File: config.mk
export PLATFORM = sky130hd
export DESIGN_NAME = seq_multiplier_flat
export DESIGN_NICKNAME = d
export VERILOG_FILES = /design/src/rtl/seq_multiplier_if.sv /design/src/rtl/seq_multiplier.sv /design/src/flat_wrapper.sv
export SDC_FILE = /design/constraint.sdc
export NUM_CORES = 1
export LEC_CHECK = 0
export BUFFER_PORTS_ARGS = -buffer_cell sky130_fd_sc_hd__buf_2
export CORE_UTILIZATION = 60
export CTS_CLUSTER_DIAMETER = 30
export DETAILED_ROUTE_END_ITERATION = 12
export PLACE_DENSITY = 0.81
export SLEW_MARGIN = 10
export SYNTH_ARGS = -nofsm -noshare
export SYNTH_HDL_FRONTEND = slang
export SYNTH_SLANG_ARGS = --single-unit
File: constraint.sdc
create_clock -name clk -period 8.5 [get_ports clk]
set_input_delay 0 -clock clk [delete_from_list [all_inputs] [get_ports clk]]
set_output_delay 0 -clock clk [all_outputs]
set_load 0.01 [all_outputs]
File: src/rtl/seq_multiplier_if.sv
// Operand/result handshake bundle for seq_multiplier.
// Latency: none (wires only).
// Backpressure: in_valid/in_ready on the operand side, out_valid/out_ready on the result side.
//
// Signals:
//   in_valid, in_ready       operand handshake (A, B, signed_mode qualified by in_valid)
//   A, B                     N-bit multiplicand / multiplier
//   signed_mode              1 = operands are two's complement
//   out_valid, out_ready     result handshake
//   Product                  2N-bit result, qualified by out_valid
//   busy                     multiplier is computing or holding a result
interface seq_multiplier_if #(
  parameter int N = 8
);
  logic           in_valid;
  logic           in_ready;
  logic [N-1:0]   A;
  logic [N-1:0]   B;
  logic           signed_mode;
  logic           out_valid;
  logic           out_ready;
  logic [2*N-1:0] Product;
  logic           busy;

  // Producer/consumer side that feeds operands and takes results.
  modport master (
    output in_valid, A, B, signed_mode, out_ready,
    input  in_ready, out_valid, Product, busy
  );

  // The multiplier itself.
  modport slave (
    input  in_valid, A, B, signed_mode, out_ready,
    output in_ready, out_valid, Product, busy
  );
endinterface

File: src/rtl/seq_multiplier.sv
// N x N shift-add multiplier, one partial product per clock, unsigned or signed per transaction.
// Latency: out_valid rises N edges after the accepting edge; initiation interval N+2 cycles.
// Backpressure: result held in DONE until out_ready; no operands accepted outside IDLE.
//
// Ports:
//   clk    rising-edge clock
//   reset  synchronous active-low reset (0 = reset)
//   bus    seq_multiplier_if.slave: in_valid/in_ready/A/B/signed_mode in,
//          out_valid/out_ready/Product out, busy high in CALC or DONE
module seq_multiplier #(
  parameter int N              = 8,
  parameter int SIGNED_SUPPORT = 1
) (
  input logic            clk,
  input logic            reset,
  seq_multiplier_if.slave bus
);

  localparam int CW = (N > 1) ? $clog2(N) : 1;
  localparam logic [CW-1:0] CNT_ONE  = CW'(1);
  localparam logic [CW-1:0] CNT_LAST = CW'(N - 1);

  typedef enum logic [1:0] {
    IDLE = 2'd0,
    CALC = 2'd1,
    DONE = 2'd2
  } state_t;

  state_t state;
  state_t state_next;

  logic [N-1:0]   mag_a;
  logic [N-1:0]   mag_b;
  logic           neg;
  logic [2*N-1:0] acc;
  logic [2*N-1:0] partial;
  logic [2*N-1:0] acc_sum;
  logic [2*N-1:0] product;
  logic [CW-1:0]  cnt;

  logic           signed_active;
  logic [N-1:0]   abs_a;
  logic [N-1:0]   abs_b;
  logic           last_step;

  // With SIGNED_SUPPORT=0 this folds to 0 and all sign handling disappears.
  assign signed_active = bus.signed_mode && (SIGNED_SUPPORT != 0);

  // Magnitudes as unsigned N-bit values: |-2^(N-1)| = 2^(N-1) still fits.
  assign abs_a = (signed_active && bus.A[N-1]) ? (~bus.A + 1'b1) : bus.A;
  assign abs_b = (signed_active && bus.B[N-1]) ? (~bus.B + 1'b1) : bus.B;

  assign last_step = (state == CALC) && (cnt == CNT_LAST);

  // Partial product for bit cnt of the multiplier, aligned into the 2N-bit accumulator.
  always_comb begin
    partial = '0;
    if (mag_b[cnt]) begin
      partial = {{N{1'b0}}, mag_a} << cnt;
    end
    acc_sum = acc + partial;
  end

  // State register.
  always_ff @(posedge clk) begin
    if (!reset) begin
      state <= IDLE;
    end else begin
      state <= state_next;
    end
  end

  // Next-state and handshake outputs.
  always_comb begin
    state_next    = state;
    bus.in_ready  = 1'b0;
    bus.out_valid = 1'b0;
    bus.busy      = 1'b0;
    unique case (state)
      IDLE: begin
        bus.in_ready = 1'b1;
        if (bus.in_valid) begin
          state_next = CALC;
        end
      end
      CALC: begin
        bus.busy = 1'b1;
        if (last_step) begin
          state_next = DONE;
        end
      end
      DONE: begin
        bus.busy      = 1'b1;
        bus.out_valid = 1'b1;
        if (bus.out_ready) begin
          state_next = IDLE;
        end
      end
      default: begin
        state_next = IDLE;
      end
    endcase
  end

  // Datapath: operand capture, accumulation and result register.
  always_ff @(posedge clk) begin
    if (!reset) begin
      mag_a   <= '0;
      mag_b   <= '0;
      neg     <= 1'b0;
      acc     <= '0;
      cnt     <= '0;
      product <= '0;
    end else begin
      unique case (state)
        IDLE: begin
          if (bus.in_valid) begin
            mag_a <= abs_a;
            mag_b <= abs_b;
            neg   <= signed_active && (bus.A[N-1] ^ bus.B[N-1]);
            acc   <= '0;
            cnt   <= '0;
          end
        end
        CALC: begin
          acc <= acc_sum;
          cnt <= cnt + CNT_ONE;
          if (last_step) begin
            // Negating zero yields zero, so a zero operand needs no special case.
            product <= neg ? (~acc_sum + 1'b1) : acc_sum;
          end
        end
        default: begin
          // DONE: everything holds; Product stays put until the next result loads.
        end
      endcase
    end
  end

  assign bus.Product = product;

endmodule

File: src/flat_wrapper.sv
// flat-port wrapper written by rule: the top's interface ports become plain ports
module seq_multiplier_flat 
#(
  parameter int N              = 8,
  parameter int SIGNED_SUPPORT = 1
)
  (clk, reset, bus_in_valid, bus_A, bus_B, bus_signed_mode, bus_out_ready, bus_in_ready, bus_out_valid, bus_Product, bus_busy);
  seq_multiplier_if #(.N(N)) bus_i ();
  input logic clk;
  input logic reset;
  input wire logic [$bits(bus_i.in_valid)-1:0] bus_in_valid;
  input wire logic [$bits(bus_i.A)-1:0] bus_A;
  input wire logic [$bits(bus_i.B)-1:0] bus_B;
  input wire logic [$bits(bus_i.signed_mode)-1:0] bus_signed_mode;
  input wire logic [$bits(bus_i.out_ready)-1:0] bus_out_ready;
  output wire logic [$bits(bus_i.in_ready)-1:0] bus_in_ready;
  output wire logic [$bits(bus_i.out_valid)-1:0] bus_out_valid;
  output wire logic [$bits(bus_i.Product)-1:0] bus_Product;
  output wire logic [$bits(bus_i.busy)-1:0] bus_busy;
  assign bus_i.in_valid = bus_in_valid;
  assign bus_i.A = bus_A;
  assign bus_i.B = bus_B;
  assign bus_i.signed_mode = bus_signed_mode;
  assign bus_i.out_ready = bus_out_ready;
  assign bus_in_ready = bus_i.in_ready;
  assign bus_out_valid = bus_i.out_valid;
  assign bus_Product = bus_i.Product;
  assign bus_busy = bus_i.busy;
  seq_multiplier #(.N(N), .SIGNED_SUPPORT(SIGNED_SUPPORT)) u_core (.clk(clk), .reset(reset), .bus(bus_i));
endmodule
==> run metrics, run 1 <==
run status=completed; P&R area growth vs syn=9.685%; dominant synthesized flop cell=dfxtp_1; Layout Nets=between 500 and 600; sort of element at the end of the critical path=flop; netlist area before placement=3889 µm²; syn nets=550; fraction of the yosys area taken by sequential cells=between 20% and 30%; standard cell core area=slightly above 6000 µm²; worst max-slew margin expressed relative to the limit=around two fifths; final setup violating endpoints=0; Seq cells post-synth=between 50 and 60; Rows=28; Detail Route Antenna Nets=0; diodes inserted=0; number of global-route vias before repair=3,265; TritonCTS sink count=54; reported leakage power=between 1.5 and 2 nW; die height=about 83 µm; Async S/R FF share, synth=0%; kind of critical path=reg -> reg; placed wire-length estimate after detailed placement=roughly 6700 µm; number of buffers inserted to repair setup after CTS=0; hold buffer count at CTS=8; buffer levels on the longest clock path=2; Vias=around 3,700; antenna violations before repair=0; clock buffers created by TritonCTS=5; routed via count divided by cell count=6.054; critical path arrival=4.82 ns; post-CTS clock slew at the launch and capture registers of the worst setup and hold paths=about 0.090 ns; fin. max-slew vios=0; Pwr per Cell Area=between 100 and 150 nW/µm²; number of ports placed on the die boundary=40; aggregate routed wire length=around 9000 µm; Wirelength per Cell=14.79 µm; transition at the pin with the smallest max-transition slack=just over 0.9 ns; Layout Utilization=69.97%; number of cells traversed by the worst register-to-register path=13; final critical path time including I/O delays and setup=approximately 4.6 ns; Final Total Pwr=just under 600 µW; wire length of the first global-routing pass=approximately 15,000 µm; cell count after synthesis=just over 500; worst path setup slack after routing=3.910 ns; Clock H-tree levels=2; starting utilization of the core area=63.79%; share of the clock period used by the worst path after layout=54.00%; cell depth of the worst min-delay path=3; number of synthesized flops with an enable pin=0; path class of the lowest-slack min-delay path=in -> reg; ratio of cells with drive above 1 in the final layout=11.65%; final weighted congestion in routability-driven placement=a little under 0.9; total DRC errors in the routed layout=0; Skew-Pair Late Insertion Delay=~0.31 ns; TritonCTS clock tree=done; overall global routing resource usage=28.01%; maximum number of pins on one net before global-route repair=51; PortBufs=39; number of violations of the max-capacitance limit=0; Fin. Hold Viols=0; clock root cell=clkbuf_8; violation count after the first detailed-route iteration=199; critical path peak fanout=19; Post-Route Setup TNS=0 ns; CP startpoint kind=flop; Worst EP required=8.73 ns; die outline width=a little over 80 µm; die area=about 6800 µm²; number of iterations in the first detailed-routing pass=7; clock tree skew after final layout=approximately 0.0063 ns; Peak Freq=around 220 MHz; mean instance size in the synthesized netlist=7.700 µm²; warnings from Yosys=0; Resized Gates After CTS=0; setup repair after global routing missed its margin=no; worst IR drop on VDD=0.09169 mV; Post-Place Setup Slack=~4 ns; total congestion overflow=0; post-synthesis cell type count=64
==> placed cells by master (no fill, tap or decap), drive strengths merged, types with 9 or more instances in the layout <==
cell / count
nand2: 48
inv: 21
dlygate4sd3: 9
a21oi: 32
a22oi: 14
nor2: 77
ha: 23
xor2: 11
a211oi: 19
buf: 41
xnor2: 17
nand3: 21
nor3: 15
o21ai: 18
dfxtp: 54
==> cell families after synthesis <==
logic type               share of synthesized area (%)
multiplexers                                     3.571
flip-flops                                       27.80
XOR/XNOR                                         6.499
adder cells (fa/ha/maj)                          7.915
AND/OR/NAND/NOR                                  23.26
buffers and inverters                            5.309
AO/OA/AOI/OAI                                    25.64
==> critical path, stage by stage (launching register included) <==
cell       delay [ns]
dfxtp_1          0.73
mux4_2           0.57
nand2_1          0.16
and2_1           0.27
a211oi_1         0.08
ha_1             0.43
a21o_1           0.27
a31o_1           0.25
or2_2            0.30
o221ai_4         0.24
o2111ai_2        0.21
or4_1            0.54
o2111a_1         0.28
a211oi_2         0.18
==> per-stage QoR <==
stage / cells / hold slack, ns / cell area [µm²]
final: 607 / 0.004947 / 4265
after global routing: 607 / 0.007132 / 4265
after global placement: 590 / 0.2747 / 4069
after CTS: 606 / 0.005391 / 4255
after detailed placement: 590 / 0.2880 / 4069
after floorplan: 505 / 0.1360 / 3889
==> metal layers <==
| metal | global-route usage [%] | vias to the layer above | part of all wire [%] |
|---|---|---|---|
| met1 | 34.99 | 1701 | 47 |
| met3 | 3.626 | 9 | 3.1 |
| met5 | 0 | - | 0 |
| li1 | - | 1882 | - |
| met2 | 50.91 | 83 | 49 |
| met4 | 6.379 | 0 | 1.1 |
==> sequential cells by signal, summed over array words and instances, names as in the netlist <==
register / cells
u_core.mag_a: 8
u_core.mag_b: 8
u_core.bus.Product: 16
u_core.acc: 16
u_core.neg: 1
u_core.state: 2
u_core.cnt: 3
==> power by group <==
group          total, mW  switching, mW  internal [mW]
registers          0.280         0.0143          0.265
clock network      0.168         0.0794         0.0882
logic              0.142         0.0877         0.0541
total              0.589          0.181          0.408
==> synthesized netlist by cell type, types with 4 or more instances <==
cell / instances / share of area, %
nor2_1: 77 / 7.4
dfxtp_1: 54 / 28
nand2_1: 48 / 4.6
a21oi_1: 32 / 4.1
clkbuf_1: 24 / 2.3
ha_1: 23 / 7.4
inv_1: 21 / 2.0
nand3_1: 21 / 2.7
a211oi_1: 18 / 3.5
xnor2_1: 17 / 3.8
o21ai_0: 16 / 2.1
nor3_1: 15 / 1.9
a22oi_1: 14 / 2.7
xor2_1: 10 / 2.3
a21o_1: 7 / 1.4
a311oi_1: 7 / 1.6
or3_1: 7 / 1.1
mux2i_1: 6 / 1.5
o31ai_1: 6 / 1.2
a211o_1: 5 / 1.1
and2_1: 5 / 0.80
a31oi_1: 4 / 0.64
nand2b_1: 4 / 0.64
nand4_1: 4 / 0.64
==> area by class of cell <==
cell class / instances / area, µm²
multi-input cells: 399 / 2605
fillers: 521 / 1831
flip-flops and latches: 54 / 1081
repair buffers: 50 / 300.3
well taps: 75 / 93.84
inverters: 21 / 78.83
clock buffers: 7 / 76.32
clock inverters: 1 / 30.03
==> final timing paths <==
kind	slack, ns	end	startpoint
max reg2reg	3.91	u_core.bus.Product[15]	u_core.cnt[0]
max	3.91	u_core.bus.Product[15]	u_core.cnt[0]
min reg2reg	0.45	u_core.bus.Product[0]	u_core.bus.Product[0]
min	0.005	u_core.mag_b[2]	bus_B[2]
Power figures use the tool's default switching activity.
==> run 2: changes to the inputs <==
--- a/config.mk
+++ b/config.mk
@@ -5,11 +5,12 @@
 export SDC_FILE = /design/constraint.sdc
 export NUM_CORES = 1
 export LEC_CHECK = 0
+export ABC_AREA = 1
 export BUFFER_PORTS_ARGS = -buffer_cell sky130_fd_sc_hd__buf_2
-export CORE_UTILIZATION = 60
+export CORE_UTILIZATION = 54
 export CTS_CLUSTER_DIAMETER = 30
 export DETAILED_ROUTE_END_ITERATION = 12
-export PLACE_DENSITY = 0.81
+export PLACE_DENSITY = 0.77
 export SLEW_MARGIN = 10
 export SYNTH_ARGS = -nofsm -noshare
 export SYNTH_HDL_FRONTEND = slang
==> constraint.sdc (replaced) <==
create_clock -name clk -period 4.2 [get_ports clk]
set_input_delay 0 -clock clk [delete_from_list [all_inputs] [get_ports clk]]
set_output_delay 0 -clock clk [all_outputs]
set_load 0.01 [all_outputs]
==> run metrics, run 2 <==
PortBufs=39 (unchanged); maximum number of pins on one net before global-route repair=33 (-35%); post-synthesis cell type count=35 (-45%); cells traversed along the worst timing path=inv_1 -> o21ai_0 -> o22ai_1 -> nand2_1 -> nor3_1 -> ha_1 -> fa_1 -> inv_1 -> ha_1 -> inv_1 -> nor2_1 -> nand3_1 -> nor2_1 -> nand2_1 -> o21ai_0 -> xor2_1 -> a21o_1 -> inv_1; Clk network pwr share=18.8% (-9.7 points); Vias=4,255 (+16%); cell types with the highest counts after synthesis=205 x nand2_1, 93 x inv_1, 64 x nor2_1, 54 x dfxtp_1; final setup violating endpoints=0 (unchanged); number of violations of the max-capacitance limit=0 (unchanged); Largest stage delay, worst path=0.68 ns (-0.05 ns); total DRC errors in the routed layout=0 (unchanged); starting utilization of the core area=55.60% (-8.2 points); final weighted congestion in routability-driven placement=0.9798 (+10%); reported leakage power=2.337 nW (+30%); TritonCTS clock tree=done; most used cell, CP=inv_1; number of ports placed on the die boundary=40 (unchanged); Fin. Hold Viols=0 (unchanged); combinational share of power=42.7% (+19 points); die outline width=88.19 µm (+6.9%); sort of element at the end of the critical path=flop; buffer levels on the longest clock path=2 (unchanged); syn nets=708 (+29%); Skew-Pair Late Insertion Delay=0.31 ns (about the same); aggregate routed wire length=10,290 µm (+15%); Peak Freq=276.1 MHz (+27%); final instance area=4442 µm² (+4.1%); die area=7777 µm² (+14%); violation count after the first detailed-route iteration=276 (+39%); commonest cells after routing, fill and taps aside=205 x nand2_1, 93 x inv_1, 64 x nor2_1, 54 x dfxtp_1; Rows=31 (+11%); antenna violations before repair=0 (unchanged); Area contributors post-synth=dfxtp_1 27%, nand2_1 19%, inv_1 8.7%; critical path peak fanout=19 (unchanged); fraction of the yosys area taken by sequential cells=26.95% (-0.85 points); top cell type by total area after synthesis=dfxtp_1; post-synth top area share=26.95% (-0.85 points); Seq cells post-synth=54 (unchanged); ratio of cells with drive above 1 in the final layout=8.571% (-3.1 points); standard cell core area=7214 µm² (+18%); mean instance size in the synthesized netlist=6.050 µm² (-21%); final hold slack=0.01272 ns (+0.007769 ns); fin. max-slew vios=0 (unchanged); kind of critical path=reg -> reg; worst IR drop on VDD=0.2621 mV (+190%); Clock H-tree levels=2 (unchanged); clock buffers created by TritonCTS=5 (unchanged); Worst EP required=4.42 ns (-4.31 ns); most common cell after layout, fill and taps aside=nand2_1; Switching Power=733.1 µW (+300%); final critical path time including I/O delays and setup=3.622 ns (-0.9681 ns); number of synthesized flops with an enable pin=0 (unchanged); number of iterations in the first detailed-routing pass=5 (-2); CP max-delay cell=dfxtp_1; path class of the lowest-slack min-delay path=in -> reg; placed wire-length estimate after detailed placement=7737 µm (+15%); Net Sw Frac=44.16% (+13 points); Wirelength per Cell=12.88 µm (-13%); Internal=926.9 µW (+130%); number of global-route vias before repair=3,793 (+16%); TritonCTS sink count=54 (unchanged); clock root cell=clkbuf_8; cell with the most instances after synthesis=nand2_1; routed via count divided by cell count=5.325 (-12%); number of buffers inserted to repair setup after CTS=0 (unchanged); wire length of the first global-routing pass=17,160 µm (+16%); overall global routing resource usage=28.17% (+0.16 points); CP startpoint kind=flop; Pwr per Cell Area=373.7 nW/µm² (+170%); area of placed instances=4258 µm² (+4.6%); Layout Nets=744 (+29%); setup repair after global routing missed its margin=no; Resized Gates After CTS=0 (unchanged); dominant synthesized flop cell=dfxtp_1; die height=88.19 µm (+6.9%); warnings from Yosys=0 (unchanged); fill cell instance count of the final layout=708 (+36%); share of the clock period used by the worst path after layout=86.24% (+32 points); total congestion overflow=0 (unchanged); critical path arrival=3.84 ns (-0.98 ns); Async S/R FF share, synth=0% (unchanged); diodes inserted=0 (unchanged); post-CTS clock slew at the launch and capture registers of the worst setup and hold paths=0.11 ns (+0.02 ns); Detail Route Antenna Nets=0 (unchanged); P&R area growth vs syn=10.73%; clock tree skew after final layout=0.006601 ns (+0.0003266 ns); netlist area before placement=4011 µm² (+3.2%); worst max-slew margin expressed relative to the limit=45.89% (+6.5 points); Post-Route Setup TNS=0 ns (unchanged); cell count after synthesis=663 (+31%); transition at the pin with the smallest max-transition slack=0.8066 ns (-0.1019 ns); run status=completed; share of power burned in registers=38.6% (-8.9 points)
## run 2: cell types whose count changed after synthesis, sizes merged, moves of 8 or more
cell and delta:
a211oi -19, a21oi +15, a22oi -14, clkbuf -9
inv +73, nand2 +164, nand3 +12, nor2 -12
o211ai +8, o21ai +30, xnor2 -15
## run 2: metal layers
layer	vias up	wire length (µm)	global-route usage [%]
met5	-	0	0
met4	0	299	9.384
met3	27	817	4.713
met2	145	4202	42.87
met1	1895	4974	40.24
li1	2188	-	-
## run 2: path summary, 6_finish.rpt
check,start,endpoint,slack [ns],depth (start not counted)
max,u_core.cnt[0],u_core.bus.Product[8],0.58,18
min,bus_A[6],u_core.mag_a[6],0.01,3
max reg2reg,u_core.cnt[0],u_core.bus.Product[8],0.58,18
min reg2reg,u_core.acc[0],u_core.acc[0],0.48,2
## run 2: layout make-up
type                       instances  area, µm²  area share (%)
tap                               99      123.9           2.789
clock buffer                       5      68.82           1.549
clock inverter                     3      25.02          0.5634
sequential                        54       1081           24.34
inverter                          96      360.3           8.113
timing repair buffer              49      292.8           6.592
multi-input combinational        493       2490           56.06
## run 2: repair_timing
item                                   in CTS  in global routing
hold buffers                                9                  0
endpoints found under the hold margin       8                  0
setup endpoints to repair                   0                  0
## run 2: through the flow
step	util (%)	setup WS, ns	power (mW)	instances
5_1_grt	61.57	0.1089	1.791	799
2_1_floorplan	-	1.166	1.168	663
3_5_place_dp	59.02	0.6645	1.340	782
6_report	61.57	0.5777	1.660	799
4_1_cts	61.57	0.6466	1.657	799
3_3_place_gp	59.02	0.7087	1.320	782
## run 2: worst max-delay path: cells and delay by family (launching register included)
| family | cells | cell delay, ns |
|---|---|---|
| buffers and inverters | 4 | 0.47 |
| xor gates and xnor gates | 1 | 0.21 |
| DFF | 1 | 0.68 |
| AOI/OAI and AO/OA | 4 | 0.66 |
| and+or+nand+nor | 6 | 0.62 |
| adders and majority gates | 3 | 0.88 |
## run 2: logic make-up after synthesis
logic type / Yosys count / synth area share, %
simple gates: 333 / 34.31
buf+inv: 116 / 10.98
compound gates: 119 / 16.31
flops: 54 / 26.95
fa+ha+maj: 24 / 7.673
mux: 2 / 0.4991
xor+xnor: 15 / 3.275
## run 2: power groups by stage
| stage | sequential [mW] | clock (mW) | combinational [mW] |
|---|---|---|---|
| finish | 0.640 | 0.311 | 0.709 |
| floorplan | 0.606 | 0 | 0.562 |
| global route | 0.650 | 0.335 | 0.806 |
| global placement | 0.649 | 0 | 0.671 |
| CTS | 0.639 | 0.316 | 0.702 |
| detailed placement | 0.650 | 0 | 0.690 |
